<file path="config.mk">
export PLATFORM = sky130hd
export DESIGN_NAME = ifetch_unit_flat
export DESIGN_NICKNAME = d
export VERILOG_FILES = /design/src/rtl/ifetch_unit_if.sv /design/src/rtl/ifetch_unit.sv /design/src/flat_wrapper.sv
export SDC_FILE = /design/constraint.sdc
export NUM_CORES = 1
export LEC_CHECK = 0
export ABC_AREA = 1
export CORE_UTILIZATION = 55
export CTS_CLUSTER_DIAMETER = 200
export DETAILED_ROUTE_END_ITERATION = 10
export PLACE_DENSITY = 0.81
export SYNTH_ARGS = -nofsm -noshare
export SYNTH_HDL_FRONTEND = slang
export SYNTH_SLANG_ARGS = --single-unit
</file>
<file path="constraint.sdc">
create_clock -name clk -period 8.5 [get_ports clk]
set_input_delay 0.85 -clock clk [delete_from_list [all_inputs] [get_ports clk]]
set_output_delay 0.85 -clock clk [all_outputs]
set_load 0.01 [all_outputs]
</file>
<file path="src/rtl/ifetch_unit_if.sv">
// Program-memory bus between the fetch unit (master) and instruction memory (slave).
// req/addr hold until gnt; rvalid/rdata return in request order.
interface ifetch_unit_if #(
  parameter int unsigned DATA_W = 32,
  parameter int unsigned ADDR_W = 32
);
  logic              imem_req;
  logic [ADDR_W-1:0] imem_addr;
  logic              imem_gnt;
  logic              imem_rvalid;
  logic [DATA_W-1:0] imem_rdata;

  modport master (
    output imem_req,
    output imem_addr,
    input  imem_gnt,
    input  imem_rvalid,
    input  imem_rdata
  );

  modport slave (
    input  imem_req,
    input  imem_addr,
    output imem_gnt,
    output imem_rvalid,
    output imem_rdata
  );
endinterface

</file>
<file path="src/rtl/ifetch_unit.sv">
// Instruction fetch front-end: owns the PC, issues credit-limited memory requests and queues
// returned instructions with their PC+4 in an in-order prefetch FIFO feeding IF/ID.
module ifetch_unit #(
  parameter int unsigned       DATA_W   = 32,
  parameter int unsigned       ADDR_W   = 32,
  parameter int unsigned       DEPTH    = 4,
  parameter logic [ADDR_W-1:0] RESET_PC = '0
) (
  input  logic              clk,
  input  logic              rst,
  input  logic              redirect_en,
  input  logic [ADDR_W-1:0] redirect_pc,
  input  logic              stall,
  ifetch_unit_if.master     imem,
  output logic              inst_valid,
  output logic [DATA_W-1:0] inst,
  output logic [ADDR_W-1:0] inst_pc4
);
  localparam int unsigned       PtrW     = $clog2(DEPTH);
  localparam int unsigned       CntW     = PtrW + 1;
  localparam logic [CntW-1:0]   DepthCnt = CntW'(DEPTH);
  localparam logic [ADDR_W-1:0] PcStep   = ADDR_W'(4);

  logic [ADDR_W-1:0] fetch_pc_q, fetch_pc_d;
  logic [ADDR_W-1:0] resp_pc_q, resp_pc_d;
  logic [CntW-1:0]   count_q, count_d;
  logic [CntW-1:0]   out_q, out_d;
  logic [CntW-1:0]   drop_q, drop_d;
  logic [PtrW-1:0]   wr_ptr_q, wr_ptr_d;
  logic [PtrW-1:0]   rd_ptr_q, rd_ptr_d;
  logic              req_q, req_d;
  logic [DATA_W-1:0] data_q [DEPTH];
  logic [DATA_W-1:0] data_d [DEPTH];
  logic [ADDR_W-1:0] pc4_q  [DEPTH];
  logic [ADDR_W-1:0] pc4_d  [DEPTH];
  logic              granted, resp, push, pop;

  always_comb begin
    granted = req_q & imem.imem_gnt;
    // A response with nothing outstanding is a leftover from before reset.
    resp    = imem.imem_rvalid & (out_q != '0);
    push    = resp & (drop_q == '0) & ~redirect_en;
    pop     = (count_q != '0) & ~stall & ~redirect_en;

    fetch_pc_d = granted ? fetch_pc_q + PcStep : fetch_pc_q;
    resp_pc_d  = push ? resp_pc_q + PcStep : resp_pc_q;
    out_d      = out_q + CntW'(granted) - CntW'(resp);
    drop_d     = (resp && drop_q != '0) ? drop_q - CntW'(1) : drop_q;
    count_d    = count_q + CntW'(push) - CntW'(pop);
    wr_ptr_d   = push ? wr_ptr_q + PtrW'(1) : wr_ptr_q;
    rd_ptr_d   = pop ? rd_ptr_q + PtrW'(1) : rd_ptr_q;
    data_d     = data_q;
    pc4_d      = pc4_q;
    if (push) begin
      data_d[wr_ptr_q] = imem.imem_rdata;
      pc4_d[wr_ptr_q]  = resp_pc_q + PcStep;
    end

    // Everything still in flight after this cycle's accounting belongs to the old path.
    if (redirect_en) begin
      fetch_pc_d = redirect_pc;
      resp_pc_d  = redirect_pc;
      drop_d     = out_d;
      count_d    = '0;
      rd_ptr_d   = wr_ptr_q;
    end

    req_d = ({1'b0, count_d} + {1'b0, out_d}) < {1'b0, DepthCnt};
  end

  always_ff @(posedge clk) begin
    if (!rst) begin
      fetch_pc_q <= RESET_PC;
      resp_pc_q  <= RESET_PC;
      count_q    <= '0;
      out_q      <= '0;
      drop_q     <= '0;
      wr_ptr_q   <= '0;
      rd_ptr_q   <= '0;
      req_q      <= 1'b0;
      data_q     <= '{default: '0};
      pc4_q      <= '{default: '0};
    end else begin
      fetch_pc_q <= fetch_pc_d;
      resp_pc_q  <= resp_pc_d;
      count_q    <= count_d;
      out_q      <= out_d;
      drop_q     <= drop_d;
      wr_ptr_q   <= wr_ptr_d;
      rd_ptr_q   <= rd_ptr_d;
      req_q      <= req_d;
      data_q     <= data_d;
      pc4_q      <= pc4_d;
    end
  end

  always_comb begin
    imem.imem_req  = req_q;
    imem.imem_addr = fetch_pc_q;
    inst_valid     = count_q != '0;
    inst           = data_q[rd_ptr_q];
    inst_pc4       = pc4_q[rd_ptr_q];
  end

  assert property (@(posedge clk) disable iff (!rst) (drop_q <= out_q) && (out_q <= DepthCnt));

endmodule

</file>
<file path="src/flat_wrapper.sv">
// flat-port wrapper written by rule: the top's interface ports become plain ports
module ifetch_unit_flat 
#(
  parameter int unsigned       DATA_W   = 32,
  parameter int unsigned       ADDR_W   = 32,
  parameter int unsigned       DEPTH    = 4,
  parameter logic [ADDR_W-1:0] RESET_PC = '0
)
  (clk, rst, redirect_en, redirect_pc, stall, inst_valid, inst, inst_pc4, imem_imem_req, imem_imem_addr, imem_imem_gnt, imem_imem_rvalid, imem_imem_rdata);
  ifetch_unit_if #(.DATA_W(DATA_W), .ADDR_W(ADDR_W)) imem_i ();
  input  logic clk;
  input  logic rst;
  input  logic redirect_en;
  input  logic [ADDR_W-1:0] redirect_pc;
  input  logic stall;
  output logic inst_valid;
  output logic [DATA_W-1:0] inst;
  output logic [ADDR_W-1:0] inst_pc4;
  output wire logic [$bits(imem_i.imem_req)-1:0] imem_imem_req;
  output wire logic [$bits(imem_i.imem_addr)-1:0] imem_imem_addr;
  input wire logic [$bits(imem_i.imem_gnt)-1:0] imem_imem_gnt;
  input wire logic [$bits(imem_i.imem_rvalid)-1:0] imem_imem_rvalid;
  input wire logic [$bits(imem_i.imem_rdata)-1:0] imem_imem_rdata;
  assign imem_imem_req = imem_i.imem_req;
  assign imem_imem_addr = imem_i.imem_addr;
  assign imem_i.imem_gnt = imem_imem_gnt;
  assign imem_i.imem_rvalid = imem_imem_rvalid;
  assign imem_i.imem_rdata = imem_imem_rdata;
  ifetch_unit #(.DATA_W(DATA_W), .ADDR_W(ADDR_W), .DEPTH(DEPTH), .RESET_PC(RESET_PC)) u_core (.clk(clk), .rst(rst), .redirect_en(redirect_en), .redirect_pc(redirect_pc), .stall(stall), .imem(imem_i), .inst_valid(inst_valid), .inst(inst), .inst_pc4(inst_pc4));
endmodule
</file>
Word-level counts from Yosys, hierarchy flattened:

Index checks and enable logic that the tools add are counted.

* $lt $le $gt $ge: 4
* bitwise gates (word level): 10
* reductions and logical operators: 10
* add/subtract/negate cells: 10
* muxes and demuxes: 19

Operators by type and width (number)
* 32-bit 2-to-1 mux: 9
* 128-bit bitwise mux: 2
* 32-bit binary-select mux with 2-bit select: 2
* 32-bit by 3-bit adder with 32-bit output, second input constant: 2
* 32-bit demux with 2-bit select: 1
* 3-bit 2-to-1 mux: 3
* 3-bit nonzero test: 3
* 2-bit nonzero test: 4
* 3-bit by 1-bit adder with 3-bit output: 2
* 1-bit bitwise AND: 6
* 3-bit >= comparator, second input constant: 2
* 2-bit NOT with 3-bit output: 2
* 3-bit by 1-bit subtractor with 3-bit output: 2
* 2-bit by 1-bit adder with 2-bit output, second input constant: 2
* 3-bit by 3-bit adder with 4-bit output: 1
* 4-bit by 3-bit < comparator with 1-bit output, second input constant: 1
* 2-bit 2-to-1 mux: 2
* 3-bit zero test: 1
* 3-bit by 1-bit < comparator with 1-bit output, second input constant: 1
* 3-bit by 1-bit subtractor with 3-bit output, second input constant: 1
* 1-bit logical AND: 2
* 1-bit NOT: 2

* word-level logic and storage cells: 69
* output and inout port bits: 98
* input port bits: 70
* register bits: 334

Longest topological paths before layout:

* depth in word-level cells: 9
* gate-level depth with buffers: 15
* depth with buffers taken out: 13

Worst setup path after synthesis:

Ideal clock, no wire load.

* kind: in2reg
* start: in redirect_en
* end: reg u_core.req_q, in the netlist u_core.imem.imem_req
* data arrival time: 3.351 ns
* cell stages on the path: 12
* path slack: 5.075 ns
* buffers on the path: 2
* setup time: 0.074 ns
* data required time: 8.426 ns
* cells stage by stage: clkbuf_1 buf_2 nor2_1 ha_1 inv_1 ha_1 fa_1 a21boi_0 nor3_1 ha_1 or4_1 a31oi_1

* longest elaborated chain between the ends: 7
* elaborated cells between the ends (all ways): 8
* classes of those cells: 3 x add/sub; 1 x order compare; 1 x mux; 3 x bitwise

Ends and longest elaborated chain
* start: declaration: RTL line flat_wrapper.sv:13 `input logic redirect_en;`
* 1-bit NOT: RTL line ifetch_unit.sv:42, ifetch_unit.sv:43
* 1-bit bitwise AND: RTL line ifetch_unit.sv:42 `push = resp & (drop_q == '0) & ~redirect_en;`
* 3-bit by 1-bit adder with 3-bit output: RTL line ifetch_unit.sv:49 `count_d = count_q + CntW'(push) - CntW'(pop);`
* 3-bit by 1-bit subtractor with 3-bit output: RTL line ifetch_unit.sv:49
* 3-bit 2-to-1 mux *: RTL line ifetch_unit.sv:60 `if (redirect_en) begin`
* net u_core.count_d[2]: RTL line ifetch_unit.sv:26 `logic [CntW-1:0] count_q, count_d;`
* 3-bit by 3-bit adder with 4-bit output *: RTL line ifetch_unit.sv:68 `req_d = ({1'b0, count_d} + {1'b0, out_d}) < {1'b0, DepthCnt};`
* 4-bit by 3-bit < comparator with 1-bit output *: RTL line ifetch_unit.sv:68
* end signal: assignment: RTL line ifetch_unit.sv:91 `req_q <= req_d;`
* end: declaration: RTL line ifetch_unit.sv:31 `logic req_q, req_d;`

The timed path passes the listed nets; every way through them passes the cells marked *.
A chain may end at the register's enable or synchronous reset.

Worst setup path after layout:

* start: reg u_core.rd_ptr_q[0]
* end: out inst_pc4[19]

* longest elaborated chain between the ends: 4

Ends and longest elaborated chain
* start: declaration: RTL line ifetch_unit.sv:30 `logic [PtrW-1:0] rd_ptr_q, rd_ptr_d;`
* start signal: assignment: RTL line ifetch_unit.sv:90 `rd_ptr_q <= rd_ptr_d;`
* 2-bit NOT with 3-bit output (implied by the code): RTL line ifetch_unit.sv:102 `inst_pc4 = pc4_q[rd_ptr_q];`
* 32-bit binary-select mux with 2-bit select: RTL line ifetch_unit.sv:102
* 32-bit 2-to-1 mux (implied by the code) (2 in series): RTL line ifetch_unit.sv:102
* end: declaration: RTL line flat_wrapper.sv:18 `output logic [ADDR_W-1:0] inst_pc4;`

No other way between the ends. The select of a mux whose other input is x is not followed.

==> run metrics <==
post-cts repair resize count 0; I/O Pins 168; unrepaired setup endpoints after global routing false; DR vias/cell 5.58; mapped cell area 15,700 um^2; CTS tree done; Row Count 61; sequential area share after synthesis 0.425; Nets 2,511; Routed WL per cell 16.1 um; most frequent CP cell a21oi_1; slew margin rel. 0.318; Detailed Route Iter0 Violations 1,672; leak pwr 7.38 nW; flops & latches, synth 334; CP max FO 76; worst path arrival time 3.86 ns; met1 WL 18,900 um; Vias 15,780; r2r setup slk 4.81 ns; crit end category primary output; Crit Path Category reg2out; Chip Height 171 um; total track usage 0.308; Post CTS Setup Buffer Count 0; Routed Antenna Nets 0; WL final 45,400 um; yosys warns 0; setup_tns 0 ns; Mapped Avg Cell Area 6.68 um^2; status completed; fmax 213 MHz; die area 29,300 um^2; main combinational cell family by area after synthesis simple AND/OR/NAND/NOR gates; DP HPWL 27,600 um; Worst Skew 0.0161 ns; ANT cells 0; layout cells sized above 1 0.0380; Core ar. 27,900 um^2; area delta synth->final 17.1%; metal3 WL 3520 um; vias in the first global route 14,476; FF-to-FF End u_core.pc4_q[122]; Critical Path RT 7.65 ns; Sinks on Clock Net 334; top layer in use met4; Compound-Gate Fraction of Synth Area 0.201; IO buf count 167; die width 171 um; largest net degree at the start of global routing 110; Critical R2R Launch u_core.drop_q[0]; setup ws final 3.79 ns; Yosys cell types 35; drt drc 0; Worst Hold Margin 0.464 ns; first-pass GRT wire length 72,700 um; Worst Max-Slew Pin Slew 1.02 ns; crit path from u_core.rd_ptr_q[0]; maximum buffer depth of the clock tree 3; Critical Path Source Type register; Power Dens Cells 222 nW/um^2; syn_nets 2,442; htree depth 2; Worst-path clk slew 0.06 ns; Final Hold Viols 0; mux contribution to synthesized area 0; initial antenna violation count 0; fin crit period 4.71 ns; worst hold path type reg2reg; max-slew violations 0; pre-CTS WS 4.21 ns; Synth Area in Adders 0.0137; hold_buf cts 0; CP peak stage delay 0.79 ns; final setup fails 0; xor and xnor area share after synthesis 0.0150; Root Driver clkbuf_16; Skew-Pair Late Insertion Delay 0.52 ns; max cap viols 0; r2r worst-path depth 12; period utilization 0.554; DR WL met2 21,800 um; slowest cell on the critical path clkinv_2; grt ovf 0; worst setup path endpoint inst_pc4[19]; Gate Count Post-Synth 2,356; initial core utilization 0.563; Num CTS Buffers 36; simple-gate share of the synthesized area 0.257; routability cong. 0.940; crit path cell chain clkinv_2 > buf_4 > o21ai_0 > a21oi_1 > a21oi_1 > clkdlybuf4s50_1; drt pass-1 iters 5; VDD IR max 120 uV
==> routing by layer <==
layer / GRT usage / vias up
met1: 0.397 / 7337
met2: 0.525 / 659
met4: 0.102 / 0
met5: 0 / -
li1: - / 7692
met3: 0.0444 / 92
==> per-stage QoR <==
stage | utilization | total power, mW | cell area (um^2) | instances
6_report | 0.659 | 4.08 | 18400 | 2826
5_1_grt | 0.659 | 4.27 | 18400 | 2826
4_1_cts | 0.659 | 4.09 | 18400 | 2826
3_5_place_dp | 0.618 | 2.58 | 17300 | 2765
3_3_place_gp | 0.618 | 2.55 | 17300 | 2765
2_1_floorplan | - | 2.25 | 15700 | 2356
==> where the power goes <==
group	internal (mW)	total, mW	switching [mW]
logic	0.335	0.817	0.482
clock network	0.900	1.53	0.629
registers	1.66	1.74	0.0739
total	2.90	4.08	1.18
==> cell usage in the layout, fill, tap and decap left out, drive strengths merged <==
cell type      netlist  final
ha                  14     14
a21oi              146    146
a21boi               2      2
nand2              344    344
o211ai               2      2
inv                182    182
dfxtp              334    334
or4                  1      1
fa                   2      2
nand4                2      2
clkinv               1     11
nor2               632    632
clkdlybuf4s50        0    165
nor4                 2      2
bufinv               0      2
xnor2                4      4
buf                 64     13
o21ai              396    396
xor2                23     23
clkinvlp             0      1
nor3                 5      5
nand3b               2      2
clkbuf              83     48
a31oi               15     15
o22ai               52     52
nand3               48     48
==> area by class of cell <==
type,count,area [um^2]
Fill cell,2506,9520
Multi-Input combinational cell,1692,7660
Sequential cell,334,6690
Timing Repair Buffer,178,1750
Clock buffer,48,1020
Inverter,183,696
Tap cell,378,473
Clock inverter,13,133
==> Yosys cell counts <==
| cell | number | share of area |
|---|---|---|
| a21boi_0 | 2 | 0.00095 |
| a21oi_1 | 146 | 0.046 |
| a31oi_1 | 15 | 0.0060 |
| buf_1 | 11 | 0.0026 |
| buf_2 | 34 | 0.011 |
| buf_4 | 12 | 0.0057 |
| buf_6 | 7 | 0.0050 |
| clkbuf_1 | 83 | 0.020 |
| clkinv_1 | 1 | 0.00024 |
| dfxtp_1 | 334 | 0.43 |
| fa_1 | 2 | 0.0025 |
| ha_1 | 14 | 0.011 |
| inv_1 | 179 | 0.043 |
| inv_2 | 1 | 0.00024 |
| inv_4 | 2 | 0.00080 |
| nand2_1 | 338 | 0.081 |
| nand2_2 | 4 | 0.0016 |
| nand2_4 | 2 | 0.0014 |
| nand3_1 | 47 | 0.015 |
| nand3_2 | 1 | 0.00064 |
| nand3b_1 | 2 | 0.00095 |
| nand4_1 | 2 | 0.00080 |
| nor2_1 | 624 | 0.15 |
| nor2_2 | 7 | 0.0028 |
| nor2_4 | 1 | 0.00072 |
| nor3_1 | 4 | 0.0013 |
| nor3_4 | 1 | 0.0010 |
| nor4_1 | 2 | 0.00080 |
| o211ai_1 | 2 | 0.00095 |
| o21ai_0 | 378 | 0.12 |
| o21ai_1 | 18 | 0.0057 |
| o22ai_1 | 52 | 0.021 |
| or4_1 | 1 | 0.00048 |
| xnor2_1 | 4 | 0.0022 |
| xor2_1 | 23 | 0.013 |
==> how the worst min path moves through the flow <==
stage          cells past startpoint             start               end
6_report                           2  u_core.pc4_q[44]  u_core.pc4_q[44]
5_1_grt                            2  u_core.pc4_q[74]  u_core.pc4_q[74]
4_1_cts                            2  u_core.pc4_q[44]  u_core.pc4_q[44]
3_5_place_dp                       2  u_core.pc4_q[44]  u_core.pc4_q[44]
3_3_place_gp                       2  u_core.pc4_q[45]  u_core.pc4_q[45]
2_1_floorplan                      2  u_core.pc4_q[40]  u_core.pc4_q[40]
==> logic make-up after synthesis <==
kind of cell	after synthesis
and+or+nand+nor	1036
AOI/OAI and AO/OA	613
DFF	334
buffers and inverters	330
xor gates and xnor gates	27
adders and majority gates	16
==> critical path: cells and delay by family, from the launching register on <==
| kind | cells | cell delay, ns |
|---|---|---|
| AOI/OAI and AO/OA | 3 | 0.67 |
| buffers and inverters | 3 | 2.07 |
| DFF | 1 | 0.56 |
==> sequential cells by signal, summed over array words and instances, names as in the netlist <==
| signal | flops |
|---|---|
| u_core.data_q | 128 |
| u_core.pc4_q | 128 |
| u_core.imem.imem_addr | 32 |
| u_core.resp_pc_q | 32 |
| u_core.count_q | 3 |
| u_core.drop_q | 3 |
| u_core.out_q | 3 |
| u_core.rd_ptr_q | 2 |
| u_core.wr_ptr_q | 2 |
| u_core.imem.imem_req | 1 |
No activity file was read; power rests on OpenSTA's default activity.
